<file path="config.mk">
export PLATFORM = sky130hd
export DESIGN_NAME = pic_init_sequencer
export DESIGN_NICKNAME = d
export VERILOG_FILES = /design/src/rtl/pic_init_sequencer.sv
export SDC_FILE = /design/constraint.sdc
export NUM_CORES = 1
export LEC_CHECK = 0
export CORE_ASPECT_RATIO = 0.75
export CORE_MARGIN = 4
export CORE_UTILIZATION = 53
export DETAILED_ROUTE_END_ITERATION = 8
export PLACE_DENSITY = 0.81
export SKIP_LAST_GASP = 1
export SYNTH_ARGS = -nofsm -noshare
export SYNTH_HDL_FRONTEND = slang
export SYNTH_SLANG_ARGS = --single-unit
export TNS_END_PERCENT = 5
</file>
<file path="constraint.sdc">
create_clock -name clock -period 4.7 [get_ports clock]
set_clock_uncertainty 0.1 [all_clocks]
set_input_delay 1.41 -clock clock [delete_from_list [all_inputs] [get_ports clock]]
set_output_delay 1.41 -clock clock [all_outputs]
set_load 0.02 [all_outputs]
</file>
<file path="src/rtl/pic_init_sequencer.sv">
// 8259 initialization sequencer: walks ICW1..ICW4, holds the configuration and forwards OCW commands.
// Optional feature macro: PIC_CASCADE_EN (ICW3 state and cascade_config register).
module pic_init_sequencer (
  input  logic       clock,
  input  logic       reset,
  input  logic [7:0] internal_data_bus,
  input  logic       write_initial_command_word_1_reset,
  input  logic       write_initial_command_word_2_4,
  input  logic       write_operation_control_word_1,
  input  logic       write_operation_control_word_2,
  input  logic       write_operation_control_word_3,
  output logic       init_done,
  output logic       ltim,
  output logic       single_mode,
  output logic       adi,
  output logic       ic4,
  output logic [4:0] vector_base,
  output logic [7:0] cascade_config,
  output logic       upm,
  output logic       auto_eoi,
  output logic       buffer_master,
  output logic       buffered_mode,
  output logic       special_fully_nested,
  output logic [7:0] interrupt_mask,
  output logic       read_register_isr,
  output logic       special_mask_mode,
  output logic       ocw2_valid,
  output logic [7:0] ocw2_data,
  output logic       poll_command
);

  typedef enum logic [2:0] {
    UNINIT    = 3'd0,
    WAIT_ICW2 = 3'd1,
    WAIT_ICW3 = 3'd2,
    WAIT_ICW4 = 3'd3,
    READY     = 3'd4
  } state_t;

  localparam int ICW1 = 0;
  localparam int ICW24 = 1;
  localparam int OCW1 = 2;
  localparam int OCW2 = 3;
  localparam int OCW3 = 4;

`ifdef PIC_CASCADE_EN
  localparam logic [4:0] ICW4_MASK = 5'b11111;
`else
  localparam logic [4:0] ICW4_MASK = 5'b10011;
`endif

  logic [4:0] stb_in_r;
  logic [4:0] stb_q_r;
  logic [4:0] stb_qq_r;
  logic [4:0] commit_s;
  logic [7:0] data_in_r;
  logic [7:0] data_q_r;
  state_t     state_r;
  state_t     state_next_s;
  logic       cascade_seq_s;
  logic       load_icw1_s;
  logic       load_vb_s;
  logic       load_icw4_s;
  logic       load_mask_s;
  logic       load_ocw2_s;
  logic       load_ocw3_s;

  // Input sampling and strobe delay chain; a write commits on the trailing edge of its strobe.
  always_ff @(posedge clock or posedge reset) begin
    if (reset) begin
      stb_in_r  <= 5'b0;
      stb_q_r   <= 5'b0;
      stb_qq_r  <= 5'b0;
      data_in_r <= 8'h00;
      data_q_r  <= 8'h00;
    end else begin
      stb_in_r  <= {write_operation_control_word_3, write_operation_control_word_2,
                    write_operation_control_word_1, write_initial_command_word_2_4,
                    write_initial_command_word_1_reset};
      stb_q_r   <= stb_in_r;
      stb_qq_r  <= stb_q_r;
      data_in_r <= internal_data_bus;
      if (|stb_in_r) begin
        data_q_r <= data_in_r;
      end
    end
  end

  assign commit_s = stb_qq_r & ~stb_q_r;

`ifdef PIC_CASCADE_EN
  assign cascade_seq_s = ~single_mode;
`else
  assign cascade_seq_s = 1'b0;
`endif

  // State register; init_done tracks the state being entered.
  always_ff @(posedge clock or posedge reset) begin
    if (reset) begin
      state_r   <= UNINIT;
      init_done <= 1'b0;
    end else begin
      state_r   <= state_next_s;
      init_done <= (state_next_s == READY);
    end
  end

  // Next-state logic; ICW1 restarts the sequence from any state.
  always_comb begin
    state_next_s = state_r;
    if (commit_s[ICW1]) begin
      state_next_s = WAIT_ICW2;
    end else if (commit_s[ICW24]) begin
      case (state_r)
        WAIT_ICW2: begin
          if (cascade_seq_s) begin
            state_next_s = WAIT_ICW3;
          end else if (ic4) begin
            state_next_s = WAIT_ICW4;
          end else begin
            state_next_s = READY;
          end
        end
        WAIT_ICW3: state_next_s = ic4 ? WAIT_ICW4 : READY;
        WAIT_ICW4: state_next_s = READY;
        default:   state_next_s = state_r;
      endcase
    end else begin
      state_next_s = state_r;
    end
  end

  // Action decode; ICW1 discards every other commit of the same cycle.
  always_comb begin
    load_icw1_s = commit_s[ICW1];
    load_vb_s   = 1'b0;
    load_icw4_s = 1'b0;
    load_mask_s = 1'b0;
    load_ocw2_s = 1'b0;
    load_ocw3_s = 1'b0;
    if (!commit_s[ICW1]) begin
      load_vb_s   = commit_s[ICW24] && (state_r == WAIT_ICW2);
      load_icw4_s = commit_s[ICW24] && (state_r == WAIT_ICW4);
      load_mask_s = commit_s[OCW1] && (state_r == READY);
      load_ocw2_s = commit_s[OCW2] && (state_r == READY);
      load_ocw3_s = commit_s[OCW3] && (state_r == READY);
    end else begin
      load_vb_s   = 1'b0;
    end
  end

  // Configuration registers and command pulses.
  always_ff @(posedge clock or posedge reset) begin
    if (reset) begin
      {ltim, adi, single_mode, ic4} <= 4'b0;
      vector_base       <= 5'h00;
      {special_fully_nested, buffered_mode, buffer_master, auto_eoi, upm} <= 5'b0;
      interrupt_mask    <= 8'h00;
      read_register_isr <= 1'b0;
      special_mask_mode <= 1'b0;
      ocw2_valid        <= 1'b0;
      ocw2_data         <= 8'h00;
      poll_command      <= 1'b0;
    end else begin
      ocw2_valid   <= load_ocw2_s;
      poll_command <= load_ocw3_s && data_q_r[2];
      if (load_icw1_s) begin
        {ltim, adi, single_mode, ic4} <= data_q_r[3:0];
        {special_fully_nested, buffered_mode, buffer_master, auto_eoi, upm} <= 5'b0;
        interrupt_mask    <= 8'h00;
        read_register_isr <= 1'b0;
        special_mask_mode <= 1'b0;
      end else begin
        if (load_vb_s) begin
          vector_base <= data_q_r[7:3];
        end
        if (load_icw4_s) begin
          {special_fully_nested, buffered_mode, buffer_master, auto_eoi, upm} <= data_q_r[4:0] & ICW4_MASK;
        end
        if (load_mask_s) begin
          interrupt_mask <= data_q_r;
        end
        if (load_ocw2_s) begin
          ocw2_data <= data_q_r;
        end
        if (load_ocw3_s && data_q_r[1]) begin
          read_register_isr <= data_q_r[0];
        end
        if (load_ocw3_s && data_q_r[6]) begin
          special_mask_mode <= data_q_r[5];
        end
      end
    end
  end

`ifdef PIC_CASCADE_EN
  // Cascade configuration survives ICW1 and is only rewritten by ICW3.
  always_ff @(posedge clock or posedge reset) begin
    if (reset) begin
      cascade_config <= 8'h00;
    end else if (!commit_s[ICW1] && commit_s[ICW24] && (state_r == WAIT_ICW3)) begin
      cascade_config <= data_q_r;
    end
  end
`else
  assign cascade_config = 8'h00;
`endif

endmodule

</file>
## Word level (Yosys, flattened, before mapping)

Index checks and enable logic that the tools add are counted.

- Input bits: 15
- Register bits: 68
- Bits in latches: 0
- Output and inout port bits: 43
- RAM bits: 0
- Memories: 0
- Memory bits (read-only): 0

- Bitwise operators: 3
- Add/sub/neg operators: 0
- Reduce and logical (&&, ||, !) cells: 16
- Div/mod/pow operators: 0
- $lt $le $gt $ge: 0
- Shift operators: 0
- Equality and inequality tests: 5
- Multiply operators: 0
- Muxes and demuxes: 23

Operator list:

| operator | count |
|---|---|
| 1-bit 2-to-1 mux | 17 |
| 8-bit 2-to-1 mux | 2 |
| 3-bit 2-to-1 mux | 3 |
| 1-bit logical AND | 8 |
| 2-bit nonzero test | 4 |
| 3-bit by 2-bit == test with 1-bit output, second input constant | 2 |
| 3-bit == test, second input constant | 2 |
| 3-bit case mux with 2 select lines | 1 |
| 5-bit AND | 1 |
| 5-bit NOT | 1 |
| 5-bit OR reduction | 1 |
| 2-bit AND reduction | 2 |
| 3-bit by 1-bit == test with 1-bit output, second input constant | 1 |
| 2-bit OR reduction | 1 |
| 1-bit NOT | 1 |

## Longest topological paths before layout

Gate-level depths: netlist of run 1.

- Depth after elaboration: 7
- Gate-level depth with buffers: 5
- Gate-level depth less buffers: 3

## Worst setup path before layout of run 1

OpenSTA, ideal clock, no wires.

- Path type: flip-flop to output port
- Start: register ic4
- End: output ic4
- Slack: 2714 ps
- Required time: 3190 ps
- Cell stages (with the launch flop): 1
- Arrival: 476 ps
- Path through: dfrtp_1

RTL lines:

| element | line | text |
|---|---|---|
| start, declared | 16 | `output logic ic4,` |
| start signal, assigned | 168 | `{ltim, adi, single_mode, ic4} <= data_q_r[3:0];` |

No word-level cell between the ends.

## Final worst setup path of run 1

- Start: register ic4
- End: output ic4

No word-level cell between the ends.

==> impl_metrics.py, run 1 <==
metrics = {
    "cells_and_area": {
        "fin_nets": 247,
        "n_antenna_cell": 0,
        "layout.cells.non_filler": 294,
        "mostFrequentLayoutCell": "sky130_fd_sc_hd__dfrtp_1",
        "mostFrequentLayoutCells": "sky130_fd_sc_hd__dfrtp_1, sky130_fd_sc_hd__clkdlybuf4s50_1, sky130_fd_sc_hd__mux2_2",
        "drive_gt1_share_pct": 19.8,
        "synthesis_to_finish_area_growth_pct": 26.6,
    },
    "route": {
        "drt-total-wl_um": 4470,
        "drt_drc_violations_left": 0,
        "vias": 1506,
        "first_iter_violations": 47,
        "route.detailed.vias_per_inst": 5.12,
        "drtAntennaViolNets": 0,
        "drt-pass1-iter-count": 4,
        "wl_per_cell_um": 15.2,
    },
    "run": {
        "drv.max_cap_violation_count": 0,
    },
    "timing": {
        "max_slew_headroom_pct": 34.9,
        "rsz0062_at_grt": "no",
        "fmax_ghz": 0.344,
        "worst_slew_pin_slew_ns": 0.975,
        "final_period_minus_worst_setup_slack_ns": 2.91,
        "timing.final.max_slew_violations": 0,
        "final_setup_tns_ns": 0,
        "fin_worst_hold_slack_ns": 0.265,
        "period_share_pct": 61.8,
        "setup_ws_ns": 1.79,
        "hold_viol": 0,
        "final-setup-viol-count": 0,
    },
    "critical_path": {
        "required_ns": 3.19,
        "slowest_stage": "sky130_fd_sc_hd__clkdlybuf4s50_1",
        "critical_path.endpoint_type": "primary output",
        "worst_r2r_path_depth": 3,
        "critical_path_depth_in_cells": 1,
        "timing_startpoint_of_the_critical_path": "ic4$_DFFE_PP0P_",
        "cp_top_family": "buffers and inverters",
        "worstSetupPathType": "reg -> out",
        "cpPeakStageDelay_ns": 0.63,
        "critPathLaunchType": "flop",
        "setup.worst_path.end": "ic4",
        "worst-path-buf-inv": 1,
        "timing.critical_path.arrival_ns": 1.40,
        "critical_path.reg2reg.endpoint": "ocw2_data[0]$_DFFE_PP0P_",
        "critPathMaxFanout": 6,
        "critical_path.cell_chain": "clkdlybuf4s50_1",
        "timing.rr.start": "state_r[0]$_DFF_PP0_",
        "setup.reg_to_reg.worst_slack_ns": 2.91,
    },
    "yosys": {
        "synth-seq-cells": 67,
        "synth.distinct_cells": 32,
        "yosys.area_share.adder_pct": 0,
        "synthSimpleGateAreaFrac_pct": 9.41,
        "synth_top_family_by_area": "multiplexers",
        "synthDominantCellAreaShare_pct": 67.1,
        "synth_mux_area_share_pct": 13.3,
        "ys.warnings.count": 0,
        "sequential_cell_area_fraction_in_the_yosys_report_pct": 67.1,
        "netlist_instances": 180,
        "synthDominantAreaCellType": "sky130_fd_sc_hd__dfrtp_1",
        "largest_cells_by_area_after_synthesis": "sky130_fd_sc_hd__dfrtp_1, sky130_fd_sc_hd__mux2_2, sky130_fd_sc_hd__buf_4",
        "xor_xnor_fraction_of_synth_area_pct": 0,
        "syn_area_cell_um2": 13.9,
        "synthesis.area_um2": 2500,
        "synth_compound_area_share_pct": 5.06,
    },
    "clock_tree": {
        "clock-sinks": 67,
        "htree_levels": 3,
        "cts_max_path_buffers": 2,
        "cts_tree": "done",
        "clock_insertion_delay_worst_skew_ns": 0.34,
        "cts_hold_repair.buffers": 0,
        "cts-buffers-inserted": 9,
        "cts_resized": 0,
        "clk_transition_reported_paths_ns": 0.07,
        "cts_root_buffer": "sky130_fd_sc_hd__clkbuf_8",
        "post-cts-setup-buffers": 0,
    },
    "floorplanning": {
        "die_w_um": 87.3,
        "dieArea_um2": 5890,
        "ioPinCount": 58,
        "core_area_um2": 4520,
        "rows": 21,
        "floorplan.initialDensity_pct": 55.3,
        "die_height_um": 67.5,
    },
    "global_route": {
        "grt_overflow": 0,
        "track_usage_pct": 17.1,
        "grt_pass1_vias": 1548,
        "grt_start_max_net_pins": 51,
        "grt_first_pass_wirelength_um": 7330,
        "antenna_found_initial": 0,
    },
    "power_and_ir_drop": {
        "power_per_cell_area_nw_per_um2": 474,
        "p_leak_nw": 1.41,
        "power_report.internal_total_mw": 1.07,
        "seq_power_share_pct": 47.4,
        "sw_frac_of_total_pct": 28.5,
        "pwr-share-comb_pct": 22.2,
        "post-layout-total-power_mw": 1.50,
        "clock_power_share_pct": 30.4,
        "p_switching_mw": 0.427,
        "worst_ir_drop_on_vdd_uv": 281,
    },
    "placement": {
        "gp_routability_congestion": 0.721,
        "place_ws_ns": 1.73,
        "io_buffers": 47,
        "detailed_place_hpwl_um": 3170,
        "count_of_placed_standard_cells_including_taps": 278,
    },
    "min_path": {
        "class_of_the_worst_hold_path": "reg -> reg",
    },
    "status": {
        "run_status": "finished, final reports clean",
    },
}
==> synth_stat cells <==
| master | count |
|---|---|
| sky130_fd_sc_hd__dfrtp_1 | 67 |
| sky130_fd_sc_hd__nor3_1 | 1 |
| sky130_fd_sc_hd__nand4b_2 | 1 |
| sky130_fd_sc_hd__nor2b_1 | 2 |
| sky130_fd_sc_hd__o21ai_0 | 2 |
| sky130_fd_sc_hd__or4_1 | 1 |
| sky130_fd_sc_hd__o21ai_1 | 8 |
| sky130_fd_sc_hd__nor2_4 | 1 |
| sky130_fd_sc_hd__mux2_2 | 25 |
| sky130_fd_sc_hd__o221ai_1 | 1 |
| sky130_fd_sc_hd__clkbuf_1 | 3 |
| sky130_fd_sc_hd__or3b_2 | 1 |
| sky130_fd_sc_hd__buf_4 | 10 |
| sky130_fd_sc_hd__o21a_1 | 1 |
| sky130_fd_sc_hd__nand3b_1 | 1 |
| sky130_fd_sc_hd__conb_1 | 1 |
| sky130_fd_sc_hd__nand4b_1 | 1 |
| sky130_fd_sc_hd__nor3b_1 | 1 |
| sky130_fd_sc_hd__buf_6 | 2 |
| sky130_fd_sc_hd__nand2_1 | 20 |
| sky130_fd_sc_hd__o211ai_1 | 8 |
| sky130_fd_sc_hd__or2_1 | 1 |
| sky130_fd_sc_hd__nor2_1 | 4 |
| sky130_fd_sc_hd__nor3b_2 | 1 |
| sky130_fd_sc_hd__mux2i_1 | 5 |
| sky130_fd_sc_hd__buf_1 | 1 |
| sky130_fd_sc_hd__or3b_1 | 1 |
| sky130_fd_sc_hd__nand3_1 | 3 |
| sky130_fd_sc_hd__buf_2 | 1 |
| sky130_fd_sc_hd__nand4_1 | 1 |
| sky130_fd_sc_hd__nand2b_1 | 2 |
| sky130_fd_sc_hd__inv_1 | 2 |
==> worst min path at each step <==
stage	start	to	slack (ns)	cells past startpoint
2_1_floorplan	stb_q_r[0]$_DFF_PP0_	stb_qq_r[0]$_DFF_PP0_	0.25	0
3_3_place_gp	stb_q_r[0]$_DFF_PP0_	stb_qq_r[0]$_DFF_PP0_	0.25	0
3_5_place_dp	stb_in_r[0]$_DFF_PP0_	stb_q_r[0]$_DFF_PP0_	0.26	0
4_1_cts	stb_in_r[0]$_DFF_PP0_	stb_q_r[0]$_DFF_PP0_	0.27	0
5_1_grt	stb_in_r[0]$_DFF_PP0_	stb_q_r[0]$_DFF_PP0_	0.28	0
6_report	stb_in_r[0]$_DFF_PP0_	stb_q_r[0]$_DFF_PP0_	0.27	0
==> power groups by stage <==
| stage | logic [mW] | registers (mW) | clock network (mW) |
|---|---|---|---|
| finish | 0.333 | 0.712 | 0.456 |
| global route | 0.356 | 0.722 | 0.492 |
| CTS | 0.338 | 0.712 | 0.468 |
| detailed placement | 0.335 | 0.721 | 0 |
| global placement | 0.329 | 0.718 | 0 |
| floorplan | 0.114 | 0.783 | 0 |
==> registers in the layout (all words and copies together), names as in the netlist, 3 cells and up <==
register        count
data_in_r           8
data_q_r            8
interrupt_mask      8
ocw2_data           8
stb_in_r            5
stb_q_r             5
stb_qq_r            5
vector_base         5
state_r             3
==> cell families after synthesis <==
family	Yosys count
simple gates	43
compound gates	20
buf+inv	19
mux	30
other cells	1
flops	67
==> through the flow <==
step	util, %	instance area, µm²
final	70.0	3160
after global routing	70.0	3160
after CTS	70.0	3160
after detailed placement	65.8	2970
after global placement	65.8	2970
after floorplan	-	2530
==> worst register-to-register path, delay by kind of cell (launching register included) <==
family,cells,cell delay [ns]
DFF,1,0.47
muxes,1,0.39
and+or+nand+nor,2,0.72
==> layer usage <==
layer	global-route usage, %	vias up	wire length, µm
met1	22.8	743	2080
met3	7.32	9	322
li1	-	705	-
met2	24.5	49	1990
met4	7.47	0	72
met5	0	-	0
==> final cells by class <==
type / instances / area, µm²
clock inverters: 6 / 65.1
repair buffers: 49 / 485
inverters: 2 / 7.51
multi-input cells: 103 / 731
clock buffers: 10 / 128
well taps: 57 / 71.3
fillers: 339 / 1360
flip-flops and latches: 67 / 1680
Note: power is estimated with default switching activity, not from simulation.
==> run 2: changes to the inputs <==
--- a/config.mk
+++ b/config.mk
@@ -7,9 +7,9 @@
 export LEC_CHECK = 0
 export CORE_ASPECT_RATIO = 0.75
 export CORE_MARGIN = 4
-export CORE_UTILIZATION = 53
+export CORE_UTILIZATION = 49
 export DETAILED_ROUTE_END_ITERATION = 8
-export PLACE_DENSITY = 0.81
+export PLACE_DENSITY = 0.76
 export SKIP_LAST_GASP = 1
 export SYNTH_ARGS = -nofsm -noshare
 export SYNTH_HDL_FRONTEND = slang
==> constraint.sdc (replaced) <==
create_clock -name clock -period 2.8 [get_ports clock]
set_clock_uncertainty 0.1 [all_clocks]
set_input_delay 0.84 -clock clock [delete_from_list [all_inputs] [get_ports clock]]
set_output_delay 0.84 -clock clock [all_outputs]
set_load 0.02 [all_outputs]
==> impl_metrics.py, run 2 (synthesis gave the netlist of run 1 again) <==
metrics = {
    "cells_and_area": {
        "final_core_utilization_pct": 65.4,
        "layout.cells.non_filler": 297,
        "mostFrequentLayoutCell": "sky130_fd_sc_hd__dfrtp_1",
        "n_antenna_cell": 0,
        "fin_nets": 247,
        "finalInstanceArea_um2": 3210,
        "mostFrequentLayoutCells": "sky130_fd_sc_hd__dfrtp_1, sky130_fd_sc_hd__clkdlybuf4s50_1, sky130_fd_sc_hd__mux2_2",
        "drive_gt1_share_pct": 19.4,
        "synthesis_to_finish_area_growth_pct": 28.3,
    },
    "route": {
        "drtAntennaViolNets": 0,
        "wl_per_cell_um": 15.7,
        "route.detailed.vias_per_inst": 5.10,
        "drt_drc_violations_left": 0,
        "first_iter_violations": 86,
        "drt-pass1-iter-count": 4,
        "drt-total-wl_um": 4670,
        "vias": 1515,
    },
    "floorplanning": {
        "die_w_um": 90.5,
        "dieArea_um2": 6320,
        "floorplan.initialDensity_pct": 51.0,
        "ioPinCount": 58,
        "die_height_um": 69.8,
        "core_area_um2": 4900,
        "rows": 22,
    },
    "clock_tree": {
        "cts_resized": 0,
        "cts_max_path_buffers": 2,
        "clk_transition_reported_paths_ns": 0.07,
        "htree_levels": 3,
        "clock-sinks": 67,
        "cts-buffers-inserted": 9,
        "post-cts-setup-buffers": 0,
        "clock_insertion_delay_worst_skew_ns": 0.33,
        "cts_tree": "done",
        "cts_hold_repair.buffers": 0,
        "cts_root_buffer": "sky130_fd_sc_hd__clkbuf_8",
    },
    "power_and_ir_drop": {
        "post-layout-total-power_mw": 2.62,
        "p_leak_nw": 1.42,
        "worst_ir_drop_on_vdd_uv": 493,
        "power_per_cell_area_nw_per_um2": 817,
    },
    "placement": {
        "place_ws_ns": 0.830,
        "count_of_placed_standard_cells_including_taps": 281,
        "detailed_place_hpwl_um": 3280,
        "gp_routability_congestion": 0.706,
        "io_buffers": 47,
        "cell_area_reported_after_detailed_placement_um2": 2990,
    },
    "critical_path": {
        "worstSetupPathType": "reg -> out",
        "required_ns": 1.86,
        "critPathMaxFanout": 6,
        "setup.reg_to_reg.worst_slack_ns": 0.96,
        "slowest_stage": "sky130_fd_sc_hd__clkdlybuf4s50_1",
        "timing.critical_path.arrival_ns": 1.39,
        "cp_top_family": "buffers and inverters",
        "worst-path-buf-inv": 1,
        "critical_path.cell_chain": "clkdlybuf4s50_1",
        "critPathLaunchType": "flop",
        "critical_path.endpoint_type": "primary output",
        "cpPeakStageDelay_ns": 0.63,
    },
    "timing": {
        "rsz0062_at_grt": "no",
        "fmax_ghz": 0.430,
        "final_setup_tns_ns": 0,
        "final-setup-viol-count": 0,
        "period_share_pct": 83.1,
        "hold_viol": 0,
        "max_slew_headroom_pct": 64.6,
        "final_period_minus_worst_setup_slack_ns": 2.33,
        "timing.final.max_slew_violations": 0,
        "setup_ws_ns": 0.473,
        "worst_slew_pin_slew_ns": 0.530,
        "fin_worst_hold_slack_ns": 0.268,
    },
    "min_path": {
        "class_of_the_worst_hold_path": "reg -> reg",
    },
    "global_route": {
        "grt_pass1_vias": 1517,
        "grt_overflow": 0,
        "grt_first_pass_wirelength_um": 7700,
        "grt_start_max_net_pins": 68,
        "track_usage_pct": 16.0,
        "antenna_found_initial": 0,
    },
    "run": {
        "drv.max_cap_violation_count": 0,
    },
    "status": {
        "run_status": "finished, final reports clean",
    },
}
run 2: per-layer routing:
| layer | part of all wire (%) | up-vias | global-route usage, % |
|---|---|---|---|
| li1 | - | 705 | - |
| met4 | 0.51 | 0 | 4.07 |
| met3 | 7.1 | 4 | 8.57 |
| met1 | 46 | 751 | 21.5 |
| met2 | 46 | 55 | 22.8 |
| met5 | 0 | - | 0 |
run 2: where the power goes:
part	total [mW]	switching, mW	leakage [nW]	internal (mW)
Combinational	0.561	0.272	0.481	0.289
Sequential	1.19	0.0924	0.832	1.10
Clock	0.865	0.339	0.111	0.526
Total	2.62	0.703	1.42	1.92
run 2: final timing paths:
check / startpoint / end / cells after the start
hold reg to reg: stb_q_r[3]$_DFF_PP0_ / stb_qq_r[3]$_DFF_PP0_ / 0
setup / recovery: ic4$_DFFE_PP0P_ / ic4 / 1
min in group asynchronous: reset / stb_in_r[4]$_DFF_PP0_ / 3
setup reg to reg: stb_q_r[1]$_DFF_PP0_ / vector_base[2]$_DFFE_PP0P_ / 3
hold / removal: stb_q_r[3]$_DFF_PP0_ / stb_qq_r[3]$_DFF_PP0_ / 0
max in group asynchronous: reset / special_fully_nested$_DFFE_PP0P_ / 3
run 2: layout make-up:
cell class                      count  area, µm²
Clock buffer                       12        145
Clock inverter                      4       73.8
Fill cell                         387       1690
Inverter                            2       7.51
Multi-Input combinational cell    103        731
Sequential cell                    67       1680
Tap cell                           60       75.1
Timing Repair Buffer               49        498
